$ cat src/rtl/pc_pkg.sv
// Shared types and constants for the IF-stage program-counter generator.
// The PC_GEN_COMPRESSED_EN build selects the 16-bit alignment rule.
package pc_pkg;

    typedef enum logic [1:0] {
        BOOT,
        RUN,
        HOLD
    } state_t;

    typedef enum logic [1:0] {
        NONE,
        REDIR,
        TRAP
    } pend_kind_t;

    // Low address bits that must be zero for a legal fetch target.
    localparam logic [1:0] ALIGN_LOW_STD = 2'b11;
    localparam logic [1:0] ALIGN_LOW_C   = 2'b01;

    function automatic logic [1:0] align_low(input logic compressed);
        return compressed ? ALIGN_LOW_C : ALIGN_LOW_STD;
    endfunction

endpackage

$ cat src/rtl/pc_redirect_arb.sv
// Redirect priority select (trap > redirect > pending > sequential) plus the pending-target register.
// Alignment rule follows PC_GEN_COMPRESSED_EN (bit0 only when defined, bits[1:0] otherwise).
module pc_redirect_arb
    import pc_pkg::*;
#(
    parameter int XLEN = 32
) (
    input  logic            clk,
    input  logic            rst_n,
    input  logic            trap_valid,
    input  logic [XLEN-1:0] trap_pc,
    input  logic            redirect_valid,
    input  logic [XLEN-1:0] redirect_pc,
    input  logic [XLEN-1:0] seq_pc,
    input  logic            capture,
    input  logic            consume,
    output logic            event_valid,
    output logic [XLEN-1:0] next_pc,
    output logic            misalign_evt
);

    logic [1:0]      low_mask;
    logic [XLEN-1:0] ev_raw;
    logic [XLEN-1:0] ev_pc;
    logic            ev_mis;
    logic            ev_load;
    logic            pend_write;
    pend_kind_t      ev_kind;
    pend_kind_t      pend_kind;
    logic [XLEN-1:0] pend_pc;

`ifdef PC_GEN_COMPRESSED_EN
    assign low_mask = align_low(1'b1);
`else
    assign low_mask = align_low(1'b0);
`endif

    always_comb begin
        event_valid = trap_valid | redirect_valid;
        ev_raw      = trap_valid ? trap_pc : redirect_pc;
        ev_kind     = trap_valid ? TRAP : REDIR;
        ev_pc       = ev_raw & ~{{(XLEN-2){1'b0}}, low_mask};
        ev_mis      = |(ev_raw[1:0] & low_mask);
        // A parked trap can only be displaced by a newer trap.
        pend_write  = capture && event_valid && ((pend_kind != TRAP) || trap_valid);
        ev_load     = event_valid && (!capture || pend_write);
        misalign_evt = ev_load && ev_mis;
        if (event_valid) begin
            next_pc = ev_pc;
        end else if (pend_kind != NONE) begin
            next_pc = pend_pc;
        end else begin
            next_pc = seq_pc;
        end
    end

    always_ff @(posedge clk or negedge rst_n) begin
        if (!rst_n) begin
            pend_kind <= NONE;
            pend_pc   <= '0;
        end else if (consume) begin
            pend_kind <= NONE;
        end else if (pend_write) begin
            pend_kind <= ev_kind;
            pend_pc   <= ev_pc;
        end
    end

endmodule

$ cat src/rtl/pc_gen_unit.sv
// IF-stage PC generator: valid/ready fetch request with trap/branch redirects held across stalls.
// Optional 16-bit sequencing and bit0-only alignment under PC_GEN_COMPRESSED_EN.
module pc_gen_unit
    import pc_pkg::*;
#(
    parameter int              XLEN         = 32,
    parameter logic [XLEN-1:0] RESET_VECTOR = '0,
    parameter int              STEP_BYTES   = 4
) (
    input  logic            clk,
    input  logic            rst_n,
    input  logic            stall_i,
    input  logic            redirect_valid_i,
    input  logic [XLEN-1:0] redirect_pc_i,
    input  logic            trap_valid_i,
    input  logic [XLEN-1:0] trap_pc_i,
    input  logic            req_ready_i,
`ifdef PC_GEN_COMPRESSED_EN
    input  logic            seq_half_i,
`endif
    output logic            req_valid_o,
    output logic [XLEN-1:0] req_pc_o,
    output logic [XLEN-1:0] pc_o,
    output logic            misalign_o
);

    state_t          state;
    state_t          next_state;
    logic            next_valid;
    logic            accept;
    logic            stalled_req;
    logic [XLEN-1:0] step;
    logic [XLEN-1:0] seq_pc;
    logic            event_valid;
    logic [XLEN-1:0] next_pc;
    logic            misalign_evt;

    assign accept      = req_valid_o && req_ready_i;
    assign stalled_req = req_valid_o && !req_ready_i;

`ifdef PC_GEN_COMPRESSED_EN
    assign step = seq_half_i ? XLEN'(2) : XLEN'(4);
`else
    assign step = XLEN'(STEP_BYTES);
`endif

    // Wraps modulo 2^XLEN by construction.
    assign seq_pc = req_pc_o + step;

    pc_redirect_arb #(
        .XLEN (XLEN)
    ) u_arb (
        .clk            (clk),
        .rst_n          (rst_n),
        .trap_valid     (trap_valid_i),
        .trap_pc        (trap_pc_i),
        .redirect_valid (redirect_valid_i),
        .redirect_pc    (redirect_pc_i),
        .seq_pc         (seq_pc),
        .capture        (stalled_req),
        .consume        (accept),
        .event_valid    (event_valid),
        .next_pc        (next_pc),
        .misalign_evt   (misalign_evt)
    );

    always_ff @(posedge clk or negedge rst_n) begin
        if (!rst_n) begin
            state <= BOOT;
        end else begin
            state <= next_state;
        end
    end

    always_comb begin
        next_state = state;
        next_valid = !stall_i || stalled_req;
        case (state)
            BOOT: begin
                next_state = RUN;
                next_valid = 1'b0;
            end
            RUN: begin
                if (stalled_req && event_valid) begin
                    next_state = HOLD;
                end
            end
            HOLD: begin
                if (accept) begin
                    next_state = RUN;
                end
            end
            default: begin
                next_state = BOOT;
                next_valid = 1'b0;
            end
        endcase
    end

    always_ff @(posedge clk or negedge rst_n) begin
        if (!rst_n) begin
            req_valid_o <= 1'b0;
            req_pc_o    <= RESET_VECTOR;
            pc_o        <= RESET_VECTOR;
            misalign_o  <= 1'b0;
        end else begin
            req_valid_o <= next_valid;
            misalign_o  <= misalign_evt;
            if (accept) begin
                pc_o     <= req_pc_o;
                req_pc_o <= next_pc;
            end else if (!req_valid_o && event_valid) begin
                // Nothing on the wire yet, so the target can be taken immediately.
                req_pc_o <= next_pc;
            end
        end
    end

endmodule

$ cat config.mk
export PLATFORM = sky130hd
export DESIGN_NAME = pc_gen_unit
export DESIGN_NICKNAME = d
export VERILOG_FILES = /design/src/rtl/pc_pkg.sv /design/src/rtl/pc_redirect_arb.sv /design/src/rtl/pc_gen_unit.sv
export SDC_FILE = /design/constraint.sdc
export NUM_CORES = 1
export LEC_CHECK = 0
export ABC_CLOCK_PERIOD_IN_PS = 1900
export BUFFER_PORTS_ARGS = -buffer_cell sky130_fd_sc_hd__buf_2
export CORE_MARGIN = 5
export CORE_UTILIZATION = 30
export CTS_BUF_LIST = sky130_fd_sc_hd__clkbuf_2 sky130_fd_sc_hd__clkbuf_4 sky130_fd_sc_hd__clkbuf_8
export DETAILED_ROUTE_END_ITERATION = 10
export PLACE_DENSITY = 0.5
export SLEW_MARGIN = 20
export SYNTH_ARGS = -nofsm -noshare
export SYNTH_HDL_FRONTEND = slang
export SYNTH_HIERARCHICAL = 1
export SYNTH_SLANG_ARGS = --single-unit
$ cat constraint.sdc
create_clock -name clk -period 1.9 [get_ports clk]
set_input_delay 0.095 -clock clk [delete_from_list [all_inputs] [get_ports clk]]
set_output_delay 0.095 -clock clk [all_outputs]
set_load 0.02 [all_outputs]
==> run_results.csv <==
group,metric,value,unit
detailed_routing,ant_nets,0,
power_and_ir_drop,power.density,1586,nW/um2
worst_setup_path,end_kind,"flop",
die,fp.coreArea,17900,um2
clock_network,clk_path_buf_depth,2,
logic_synthesis,synthTopCellsByCount,"119 x mux2_2, 100 x dfrtp_1, 73 x nand2_1, 43 x nor2_1, 31 x a31oi_1",
power_and_ir_drop,power,0.01133,W
timing,fin_skew,0.01184,ns
status,violations,"negative setup slack",
die,die_h,144.4,um
logic_synthesis,synth_edf_count,0,
timing,timing.final.max_slew_violations,0,
die,start_util,0.3028,
detailed_routing,post_drt_wl_per_cell,16.96,um
logic_synthesis,ys_seq_area_frac,0.4616,
placed_design,portBuffers,135,
placed_design,place_area,6675,um2
min_path,holdPathEnd,"misalign_o$_DFF_PN0_",
timing,finalCritPeriodShare,1.038,
logic_synthesis,synth_top_area_frac,0.4616,
min_path,hold-path-cell-count,3,
logic_synthesis,synthTopCellsByArea,"dfrtp_1 46%, mux2_2 25%, nand2_1 5.1%, a31oi_1 3.6%, xnor2_1 3.4%",
timing,grt_setup_unrepaired,"true",
logic_synthesis,synth-seq-cells,100,
power_and_ir_drop,power.switching,0.004834,W
min_path,worstHoldPathType,"in2reg",
worst_setup_path,critPathMaxFanout,6,
logic_synthesis,yosysWarnings,6,
worst_setup_path,reg2reg_from,"req_pc_o[6]$_DFFE_PN0P_",
detailed_routing,drcViolationCount,0,
worst_setup_path,path_cells,"nand3_2 -> nor4_4 -> buf_6 -> nand4_1 -> xnor2_1 -> nand2_1 -> a31oi_1 -> mux2_2",
global_route,grt_pass1_vias,4508,
die,rows,49,
final_layout,drive_gt1_frac,0.5310,
power_and_ir_drop,vdd.ir_drop.worst,0.6693,mV
power_and_ir_drop,combPwrFrac,0.521,
timing,slew_headroom,0.5984,
final_layout,num-fill-cells,1799,
detailed_routing,vias,4391,
detailed_routing,wl,15.40,mm
timing,max_freq,507.0,MHz
min_path,min_from,"redirect_pc_i[1]",
logic_synthesis,yosys.area.top_type,"dfrtp_1",
worst_setup_path,reg2reg_depth,8,
timing,hold_viol,0,
power_and_ir_drop,p_leak,3.254,nW
final_layout,design_area,7141,um2
flow_run,maxCapViolCount,0,
global_route,grt_usage,0.1504,
logic_synthesis,ys_async_sr_fraction,1.000,
worst_setup_path,worst_ep_arrival_time,2.25,ns
global_route,grt_max_degree,101,
global_route,grt_pass1_wl,24.50,mm
logic_synthesis,netlist_instances,499,
placed_design,place_hpwl,10.85,mm
final_layout,area_delta_synth_final,31.71,%
detailed_routing,vias_per_cell,4.836,
worst_setup_path,cpPeakStageDelay,0.44,ns
power_and_ir_drop,p_int,0.006491,W
placed_design,gp_congestion,0.7738,
die,dieArea,20860,um2
detailed_routing,drt_iter0_drc,222,
clock_network,path_clk_slew,0.10,ns
worst_setup_path,startpoint_type,"flop",
final_layout,finish.utilization,0.3989,
timing,setup_viol,8,
timing,period_needed,1.972,ns
power_and_ir_drop,p_clk_frac,0.130,
detailed_routing,drt-pass1-iter-count,4,
placed_design,preCtsSetupSlack,-0.04589,ns
timing,worst_slack,-0.07228,ns
worst_setup_path,r2r_end,"req_pc_o[28]$_DFFE_PN0P_",
global_route,antenna_found_initial,2,
power_and_ir_drop,power.share.switching,0.4269,
logic_synthesis,yosysUniqueCellTypes,34,
logic_synthesis,yosysMostFrequentCell,"mux2_2",
clock_network,numCtsBuffers,9,
worst_setup_path,r2r_slack,-0.07,ns
worst_setup_path,required,2.18,ns
die,io_pins,136,
power_and_ir_drop,seqPwrFrac,0.349,
clock_network,cts-root-buf,"clkbuf_8",
global_route,gr-total-overflow,0,
logic_synthesis,syn_area,5421,um2
clock_network,clock-sinks,100,
clock_network,cts_tree,"done",
clock_network,h-tree-depth,3,
logic_synthesis,synth_ff_type,"dfrtp_1",
worst_setup_path,critical_path_class,"reg2reg",
worst_setup_path,crit_path_top_delay_cell,"dfrtp_2",
timing,tightest_slew,0.6024,ns
status,status,"finished, violations left",
clock_network,clk-insertion-delay-late,0.39,ns
logic_synthesis,syn_nets,574,
die,die_x,144.4,um
logic_synthesis,syn_area_per_cell,10.86,um2
final_layout,nets,748,
-- kinds of logic (layout without fill, tap and decap cells) --
logic type | Yosys count | count (layout) | share of synthesized area
AO/OA/AOI/OAI | 45 | 45 | 0.05539
XOR/XNOR | 28 | 28 | 0.04524
adder cells (fa/ha/maj) | 5 | 5 | 0.01154
buffers and inverters | 38 | 217 | 0.03369
flip-flops | 100 | 100 | 0.4616
multiplexers | 122 | 122 | 0.2534
other | 0 | 1 | 0
AND/OR/NAND/NOR | 161 | 161 | 0.1392
-- flip-flops by register name (all words and copies together) (netlist names) --
register and cells:
req_valid_o 1, misalign_o 1, u_arb/pend_pc 30, u_arb/pend_kind 2, state 2, req_pc_o 32
pc_o 32
-- critical path, delay by kind of cell (launching register included) --
| family | cells | cell delay [ns] |
|---|---|---|
| AO/OA/AOI/OAI | 1 | 0.08 |
| XOR/XNOR | 1 | 0.15 |
| buffers and inverters | 1 | 0.17 |
| flip-flops | 1 | 0.44 |
| multiplexers | 1 | 0.28 |
| AND/OR/NAND/NOR | 4 | 0.74 |
-- through the flow --
| step | std cells | TNS, ns | hold slack, ns |
|---|---|---|---|
| finish | 908 | -0.3075 | 0.03112 |
| global route | 908 | -1.933 | 0.06373 |
| CTS | 904 | -0.1890 | 0.01524 |
| detailed placement | 881 | -0.1476 | 0.2183 |
| global placement | 881 | -0.005536 | 0.2114 |
| floorplan | 499 | 0 | -0.2006 |
-- placed cells by master, fill, tap and decap left out, types with 4 or more instances in the layout --
| cell type | count |
|---|---|
| nand3_1 | 8 |
| and3_1 | 7 |
| clkbuf_8 | 9 |
| nor4_4 | 4 |
| dfrtp_1 | 86 |
| inv_1 | 9 |
| xor2_1 | 7 |
| buf_2 | 134 |
| o21ai_0 | 7 |
| buf_4 | 47 |
| xnor2_1 | 19 |
| mux2_2 | 106 |
| dfrtp_2 | 14 |
| nand4_1 | 13 |
| mux2_4 | 13 |
| nor2_1 | 40 |
| nand2_1 | 69 |
| ha_1 | 4 |
| dlygate4sd3_1 | 4 |
| a31oi_1 | 31 |
| buf_6 | 4 |
-- how the worst max path moves through the flow --
stage | endpoint | cells after the start | start
CTS | req_pc_o[28]$_DFFE_PN0P_ | 9 | req_pc_o[2]$_DFFE_PN0P_
finish | req_pc_o[28]$_DFFE_PN0P_ | 8 | req_pc_o[6]$_DFFE_PN0P_
global placement | req_pc_o[22]$_DFFE_PN0P_ | 9 | req_pc_o[2]$_DFFE_PN0P_
detailed placement | req_pc_o[28]$_DFFE_PN0P_ | 9 | req_pc_o[2]$_DFFE_PN0P_
global route | req_pc_o[28]$_DFFE_PN0P_ | 9 | req_pc_o[2]$_DFFE_PN0P_
floorplan | req_pc_o[21]$_DFFE_PN0P_ | 7 | req_pc_o[8]$_DFFE_PN0P_
-- area by class of cell --
class                      count  area (um2)  share of cell area
antenna                        1       2.502           0.0003504
clock buffer                   9       123.9             0.01735
inverter                       9       33.78            0.004731
tap                          229       286.5             0.04013
clock inverter                 7       85.08             0.01192
sequential                   100        2520              0.3529
timing repair buffer         192        1169              0.1637
multi-input combinational    361        2920              0.4090
-- metal layers --
layer	global-route usage	wire length, um	up-vias
met2	0.2399	7243	104
met3	0.02910	763	21
met4	0.05007	310	2
met1	0.2055	7067	2157
met5	0	11	-
li1	-	-	2107
-- power groups by stage --
stage	registers, W	clock network, W	logic, W
finish	0.00395	0.00147	0.00590
global route	0.00410	0.00160	0.00646
CTS	0.00393	0.00154	0.00581
detailed placement	0.00397	0	0.00571
global placement	0.00391	0	0.00563
floorplan	0.00483	0	0.00259
-- what timing repair did --
| action | 4_1_cts | 5_1_grt |
|---|---|---|
| pin swaps | 4 | 22 |
| endpoints found under the hold margin | 102 | 0 |
| resized for setup | 5 | 31 |
| setup buffers | 3 | 3 |
| hold buffers | 4 | 0 |
| endpoints found under the setup margin | 11 | 28 |
Note: power is estimated with default switching activity, not from simulation.
